[src/rtl/pong_pkg.sv]
// Shared encodings for the pong game controller: ball directions, FSM states
// and default display geometry.
package pong_pkg;

  localparam logic [1:0] UP_LEFT    = 2'b00;
  localparam logic [1:0] DOWN_LEFT  = 2'b01;
  localparam logic [1:0] UP_RIGHT   = 2'b10;
  localparam logic [1:0] DOWN_RIGHT = 2'b11;

  localparam logic [2:0] IDLE  = 3'd0;
  localparam logic [2:0] SERVE = 3'd1;
  localparam logic [2:0] PLAY  = 3'd2;
  localparam logic [2:0] POINT = 3'd3;
  localparam logic [2:0] OVER  = 3'd4;

  localparam int DEF_DISP_COLS = 800;
  localparam int DEF_DISP_ROWS = 600;

  // The next serve heads toward whoever just conceded the point.
  function automatic logic [1:0] serve_toward(input logic left_conceded);
    return left_conceded ? UP_LEFT : UP_RIGHT;
  endfunction

endpackage

[src/rtl/tick_gen.sv]
// Free-running divider producing a one-cycle enable every DIV clocks; the ball
// mover runs on this enable instead of a derived slow clock.
module tick_gen #(
  parameter int DIV = 100000
) (
  input  logic clk,
  input  logic rst_n,
  output logic tick
);

  localparam int CW = $clog2(DIV);
  localparam logic [CW-1:0] LAST = CW'(DIV - 1);

  logic [CW-1:0] count_reg;

  always_ff @(posedge clk) begin
    if (!rst_n) begin
      count_reg <= '0;
    end else if (count_reg == LAST) begin
      count_reg <= '0;
    end else begin
      count_reg <= count_reg + 1'b1;
    end
  end

  assign tick = (count_reg == LAST);

endmodule

[src/rtl/pong_game_ctrl.sv]
// Pong game sequencer: serves the ball, detects goal-line misses, keeps the
// scores and declares a winner. Drives the ball mover through move_tick/ball_load.
module pong_game_ctrl
  import pong_pkg::*;
#(
  parameter int DISP_COLS   = DEF_DISP_COLS,
  parameter int DISP_ROWS   = DEF_DISP_ROWS,
  parameter int TICK_DIV    = 100000,
  parameter int SERVE_DELAY = 120,
  parameter int WIN_SCORE   = 7,
  parameter int L_GOAL_COL  = 4,
  parameter int R_GOAL_COL  = DISP_COLS - 4
) (
  input  logic        clk,
  input  logic        rst_n,
  input  logic        start,
  input  logic        pause,
  input  logic [11:0] ball_center_col,
  output logic        move_tick,
  output logic        ball_load,
  output logic [11:0] load_col,
  output logic [11:0] load_row,
  output logic [1:0]  serve_dir,
  output logic [3:0]  score_l,
  output logic [3:0]  score_r,
  output logic        game_over,
  output logic        winner,
  output logic [2:0]  state_o
);

  localparam int SCW = (SERVE_DELAY > 1) ? $clog2(SERVE_DELAY) : 1;
  localparam logic [SCW-1:0] SERVE_LAST = SCW'(SERVE_DELAY - 1);
  localparam logic [3:0]     WIN        = 4'(WIN_SCORE);

  logic           tick;
  logic           start_q_reg;
  logic           start_rise;
  logic [2:0]     state_reg;
  logic [SCW-1:0] serve_cnt_reg;
  logic [3:0]     score_l_reg;
  logic [3:0]     score_r_reg;
  logic           scorer_r_reg;
  logic [1:0]     serve_dir_reg;
  logic           move_tick_reg;
  logic           ball_load_reg;
  logic           game_over_reg;
  logic           winner_reg;
  logic [3:0]     scorer_score;

  tick_gen #(
    .DIV (TICK_DIV)
  ) u_tick_gen (
    .clk   (clk),
    .rst_n (rst_n),
    .tick  (tick)
  );

  // Tracks the button even through reset so a held start never counts as an edge.
  always_ff @(posedge clk) begin
    start_q_reg <= start;
  end

  assign start_rise   = start & ~start_q_reg;
  assign scorer_score = scorer_r_reg ? score_r_reg : score_l_reg;

  always_ff @(posedge clk) begin
    if (!rst_n) begin
      state_reg     <= IDLE;
      serve_cnt_reg <= '0;
      score_l_reg   <= '0;
      score_r_reg   <= '0;
      scorer_r_reg  <= 1'b0;
      serve_dir_reg <= UP_RIGHT;
      move_tick_reg <= 1'b0;
      ball_load_reg <= 1'b0;
      game_over_reg <= 1'b0;
      winner_reg    <= 1'b0;
    end else begin
      ball_load_reg <= 1'b0;
      move_tick_reg <= 1'b0;
      case (state_reg)
        IDLE: begin
          if (start_rise) begin
            score_l_reg   <= '0;
            score_r_reg   <= '0;
            serve_cnt_reg <= '0;
            ball_load_reg <= 1'b1;
            state_reg     <= SERVE;
          end
        end
        SERVE: begin
          if (tick && !pause) begin
            if (serve_cnt_reg == SERVE_LAST) begin
              state_reg <= PLAY;
            end else begin
              serve_cnt_reg <= serve_cnt_reg + 1'b1;
            end
          end
        end
        PLAY: begin
          move_tick_reg <= tick & ~pause;
          // Score is committed on entry to POINT so it is visible during POINT.
          if (ball_center_col <= 12'(L_GOAL_COL)) begin
            if (score_r_reg != WIN) score_r_reg <= score_r_reg + 1'b1;
            scorer_r_reg  <= 1'b1;
            serve_dir_reg <= serve_toward(1'b1);
            state_reg     <= POINT;
          end else if (ball_center_col >= 12'(R_GOAL_COL)) begin
            if (score_l_reg != WIN) score_l_reg <= score_l_reg + 1'b1;
            scorer_r_reg  <= 1'b0;
            serve_dir_reg <= serve_toward(1'b0);
            state_reg     <= POINT;
          end
        end
        POINT: begin
          if (scorer_score == WIN) begin
            game_over_reg <= 1'b1;
            winner_reg    <= scorer_r_reg;
            state_reg     <= OVER;
          end else begin
            serve_cnt_reg <= '0;
            ball_load_reg <= 1'b1;
            state_reg     <= SERVE;
          end
        end
        OVER: begin
          if (start_rise) begin
            score_l_reg   <= '0;
            score_r_reg   <= '0;
            game_over_reg <= 1'b0;
            serve_dir_reg <= UP_RIGHT;
            serve_cnt_reg <= '0;
            ball_load_reg <= 1'b1;
            state_reg     <= SERVE;
          end
        end
        default: state_reg <= IDLE;
      endcase
    end
  end

  assign move_tick = move_tick_reg;
  assign ball_load = ball_load_reg;
  assign load_col  = 12'(DISP_COLS / 2);
  assign load_row  = 12'(DISP_ROWS / 2);
  assign serve_dir = serve_dir_reg;
  assign score_l   = score_l_reg;
  assign score_r   = score_r_reg;
  assign game_over = game_over_reg;
  assign winner    = winner_reg;
  assign state_o   = state_reg;

endmodule

[config.mk]
export PLATFORM = sky130hd
export DESIGN_NAME = pong_game_ctrl
export DESIGN_NICKNAME = d
export VERILOG_FILES = /design/src/rtl/pong_pkg.sv /design/src/rtl/tick_gen.sv /design/src/rtl/pong_game_ctrl.sv
export SDC_FILE = /design/constraint.sdc
export NUM_CORES = 1
export LEC_CHECK = 0
export ABC_AREA = 1
export CAP_MARGIN = 25
export CORE_MARGIN = 5
export CORE_UTILIZATION = 25
export CTS_CLUSTER_DIAMETER = 100
export DETAILED_ROUTE_END_ITERATION = 10
export REMOVE_ABC_BUFFERS = 1
export SLEW_MARGIN = 20
export SYNTH_ARGS = -nofsm -noshare
export SYNTH_HDL_FRONTEND = slang
export SYNTH_HIERARCHICAL = 1
export SYNTH_SLANG_ARGS = --single-unit
[constraint.sdc]
create_clock -name clk -period 2 [get_ports clk]
set_input_delay 0.4 -clock clk [delete_from_list [all_inputs] [get_ports clk]]
set_output_delay 0.4 -clock clk [all_outputs]
set_load 0.1 [all_outputs]
==> metrics <==
Most used DFF post-synth=dfxtp_1; most frequent cell after synthesis=nand2_1; Via Count=between 2000 and 2500; Initial Util=between 20% and 30%; die area=about 12000 um^2; Via density=around 4.1; Final Hold Viols=0; global routing usage on met3=under 10%; top cell type by total area after synthesis=dfxtp_1; CP top delay family=simple AND/OR/NAND/NOR gates; Routed Antenna Nets=0; DIE HEIGHT=between 100 and 150 um; fin. max-slew vios=0; share of cells above drive strength 1=approximately 14%; Worst Reg-to-Reg Cells=13; overall power=2.812 mW; Rows=36; critical path's slowest cell=dfxtp_2; crit end category=register; CTS Buf Count=5; GRT met2 Usage=between 10% and 20%; CTS tree=done; HP Class=register to register; r2r endpoint=serve_cnt_reg[3]; commonest cells in the netlist=nand2_1, nor2_1, dfxtp_1, inv_1, buf_4; CP max FO=5; H-tree levels=2; FF+latch count, synth=42; drt total wl=approximately 5700 um; yosys warns=6; crit path cell chain=ha_1 > nand2_1 > nor2_4 > nand3_4 > nor2_4 > inv_1 > nor2_2 > inv_1 > a21oi_4 > nand3_2 > nor2_1 > nor2_1 > nor2_1; fmax=between 500 and 600 MHz; Filler cells=around 1100; # DRC=0; Int Pwr=about 1.5 mW; layer with the highest usage=met2; combinational share of power=a little under half; clock share of power=20.5%; minimum clock period after layout=between 1.5 and 2 ns; Arr. time, crit path=2.10 ns; sw frac=a little under half; Pleak=1.305 nW; die width=between 100 and 150 um; WHS Endpoint=u_tick_gen/count_reg[0]; DR WL/cell=just over 10 um; Synth top area share=between 30 and 40%; skew final=0.009263 ns; Overflow after GRT=0; routability cong.=between 0.7 and 0.8; worst-skew pair later-pin latency=about 0.30 ns; Initial DRC Count=between 50 and 60; worst slack after detailed placement=-0.008903 ns; ant diodes=0; Crit path top cell by count=nor2_1; final setup fails=0; clk root buf=clkbuf_8; I/O Pins=57; maximum capacitance violations=0; Net Sw Power=about 1.3 mW; Synth async-reset ratio=0%; hold path cells=1; sequential group share of total power=between 30% and 40%; initial antenna violation count=0; Tcrit/Tclk final=~93%; I/O Buffers=31; Largest register FFs=17; R2R Setup Slk=~0.14 ns; Worst-path clk slew=approximately 0.080 ns; Required @ worst endpoint=approximately 2.2 ns; DP Wirelength=4330 um; CTS Buffer Depth=2; run status=finished, final reports clean; clock sinks=42; first-pass detailed-route iteration total=4; Distinct cells, synth=31; global-route wire length before repair=9004 um; vias in the first global route=2067; fin nets=around 440; core area=~9800 um^2; synth top area cells=dfxtp_1, nand2_1, nor2_1, buf_4, inv_1; Netlist Area Pre-Place=approximately 2500 um^2; Max stage delay on crit path=~0.35 ns; Setup WS post-layout=0.1419 ns; total global-route track usage=9.308%; kind of critical path=register to register; largest net degree at the start of global routing=17; reg-to-reg critical path startpoint=u_tick_gen/count_reg[0]; Synth-to-Final Area Change=23.10%; Max rail drop VDD=between 300 and 400 uV; Avg Cell Area, Syn=roughly 6.6 um^2; crit start category=register; Seq/Total Area, Yosys=roughly 34%; setup TNS=0 ns; Synth Instances=around 380; P per Cell Area=911.0 nW/um^2; WP buf/inv=2; hold path start=u_tick_gen/count_reg[0]; met1 Use GR=a little over a tenth; EDFF count, synth=0
[layout by cell type, fill, tap and decap left out, drive strengths merged, types with 12 or more instances in the layout]
master         instances
clkdlybuf4s50         15
o21ai                 12
nand2                 91
nor2                  80
dfxtp                 42
buf                   25
nand3                 27
a21oi                 20
inv                   48
conb                  25
[metal layers]
metal,share of wire (%),vias to the layer above,routed length (um)
met5,0,-,0
met4,1.3,0,75
met3,5.1,7,294
met2,49,39,2788
met1,45,1042,2567
li1,-,1225,-
[through the flow]
stage | instance area, um^2 | std cells | hold WS, ns | util, %
5_1_grt | 3087 | 558 | 0.4556 | 31.58
6_report | 3087 | 558 | 0.4266 | 31.58
4_1_cts | 3034 | 556 | 0.4616 | 31.04
2_1_floorplan | 2376 | 376 | 0.4175 | -
3_3_place_gp | 2935 | 548 | 0.4320 | 30.03
3_5_place_dp | 2935 | 548 | 0.4440 | 30.03
[worst reg2reg max path: stages, from the launching register on]
cell	delay, ns
dfxtp_2	0.35
ha_1	0.17
nand2_1	0.09
nor2_4	0.15
nand3_4	0.11
nor2_4	0.11
inv_1	0.05
nor2_2	0.09
inv_1	0.08
a21oi_4	0.19
nand3_2	0.17
nor2_1	0.13
nor2_1	0.05
nor2_1	0.07
[what timing repair did]
| item | CTS | global route |
|---|---|---|
| resized for setup | 1 | 9 |
| endpoints found under the setup margin | 3 | 9 |
| pin swaps | 0 | 3 |
| setup buffers | 0 | 1 |
| cloned | 0 | 1 |
| hold buffers | 0 | 0 |
[area by class of cell]
cell class	instances	area [um^2]	share of cell area, %
Multi-Input combinational cell	286	1401	45.40
Clock inverter	1	5.005	0.1621
Tap cell	133	166.4	5.391
Clock buffer	7	86.33	2.797
Timing Repair Buffer	40	400.4	12.97
Inverter	49	183.9	5.959
Sequential cell	42	843.3	27.32
[worst max-delay path by stage]
stage,startpoint,slack [ns],depth (start not counted),to
3_5_place_dp,u_tick_gen/count_reg[0],-0.009,12,serve_cnt_reg[6]
6_report,u_tick_gen/count_reg[0],0.14,13,serve_cnt_reg[3]
5_1_grt,u_tick_gen/count_reg[0],-0.03,13,serve_cnt_reg[3]
4_1_cts,u_tick_gen/count_reg[0],0.05,12,serve_cnt_reg[6]
2_1_floorplan,state_o[1],-0.08,7,serve_cnt_reg[6]
3_3_place_gp,u_tick_gen/count_reg[0],0.08,12,serve_cnt_reg[6]
[power by group through the flow]
| stage | sequential (mW) | combinational, mW | clock [mW] |
|---|---|---|---|
| global placement | 0.981 | 1.18 | 0 |
| finish | 0.963 | 1.27 | 0.576 |
| global route | 0.971 | 1.38 | 0.620 |
| detailed placement | 0.981 | 1.20 | 0 |
| CTS | 0.962 | 1.22 | 0.595 |
| floorplan | 1.16 | 0.731 | 0 |
[cells by family after synthesis]
group	count (synthesis)	synth area share, %
compound gates	34	7.734
xor+xnor	11	3.843
fa+ha+maj	4	1.996
buf+inv	78	16.02
flops	42	33.53
other cells	2	0.2995
simple gates	211	36.58
(Power assumes the default switching activity.)
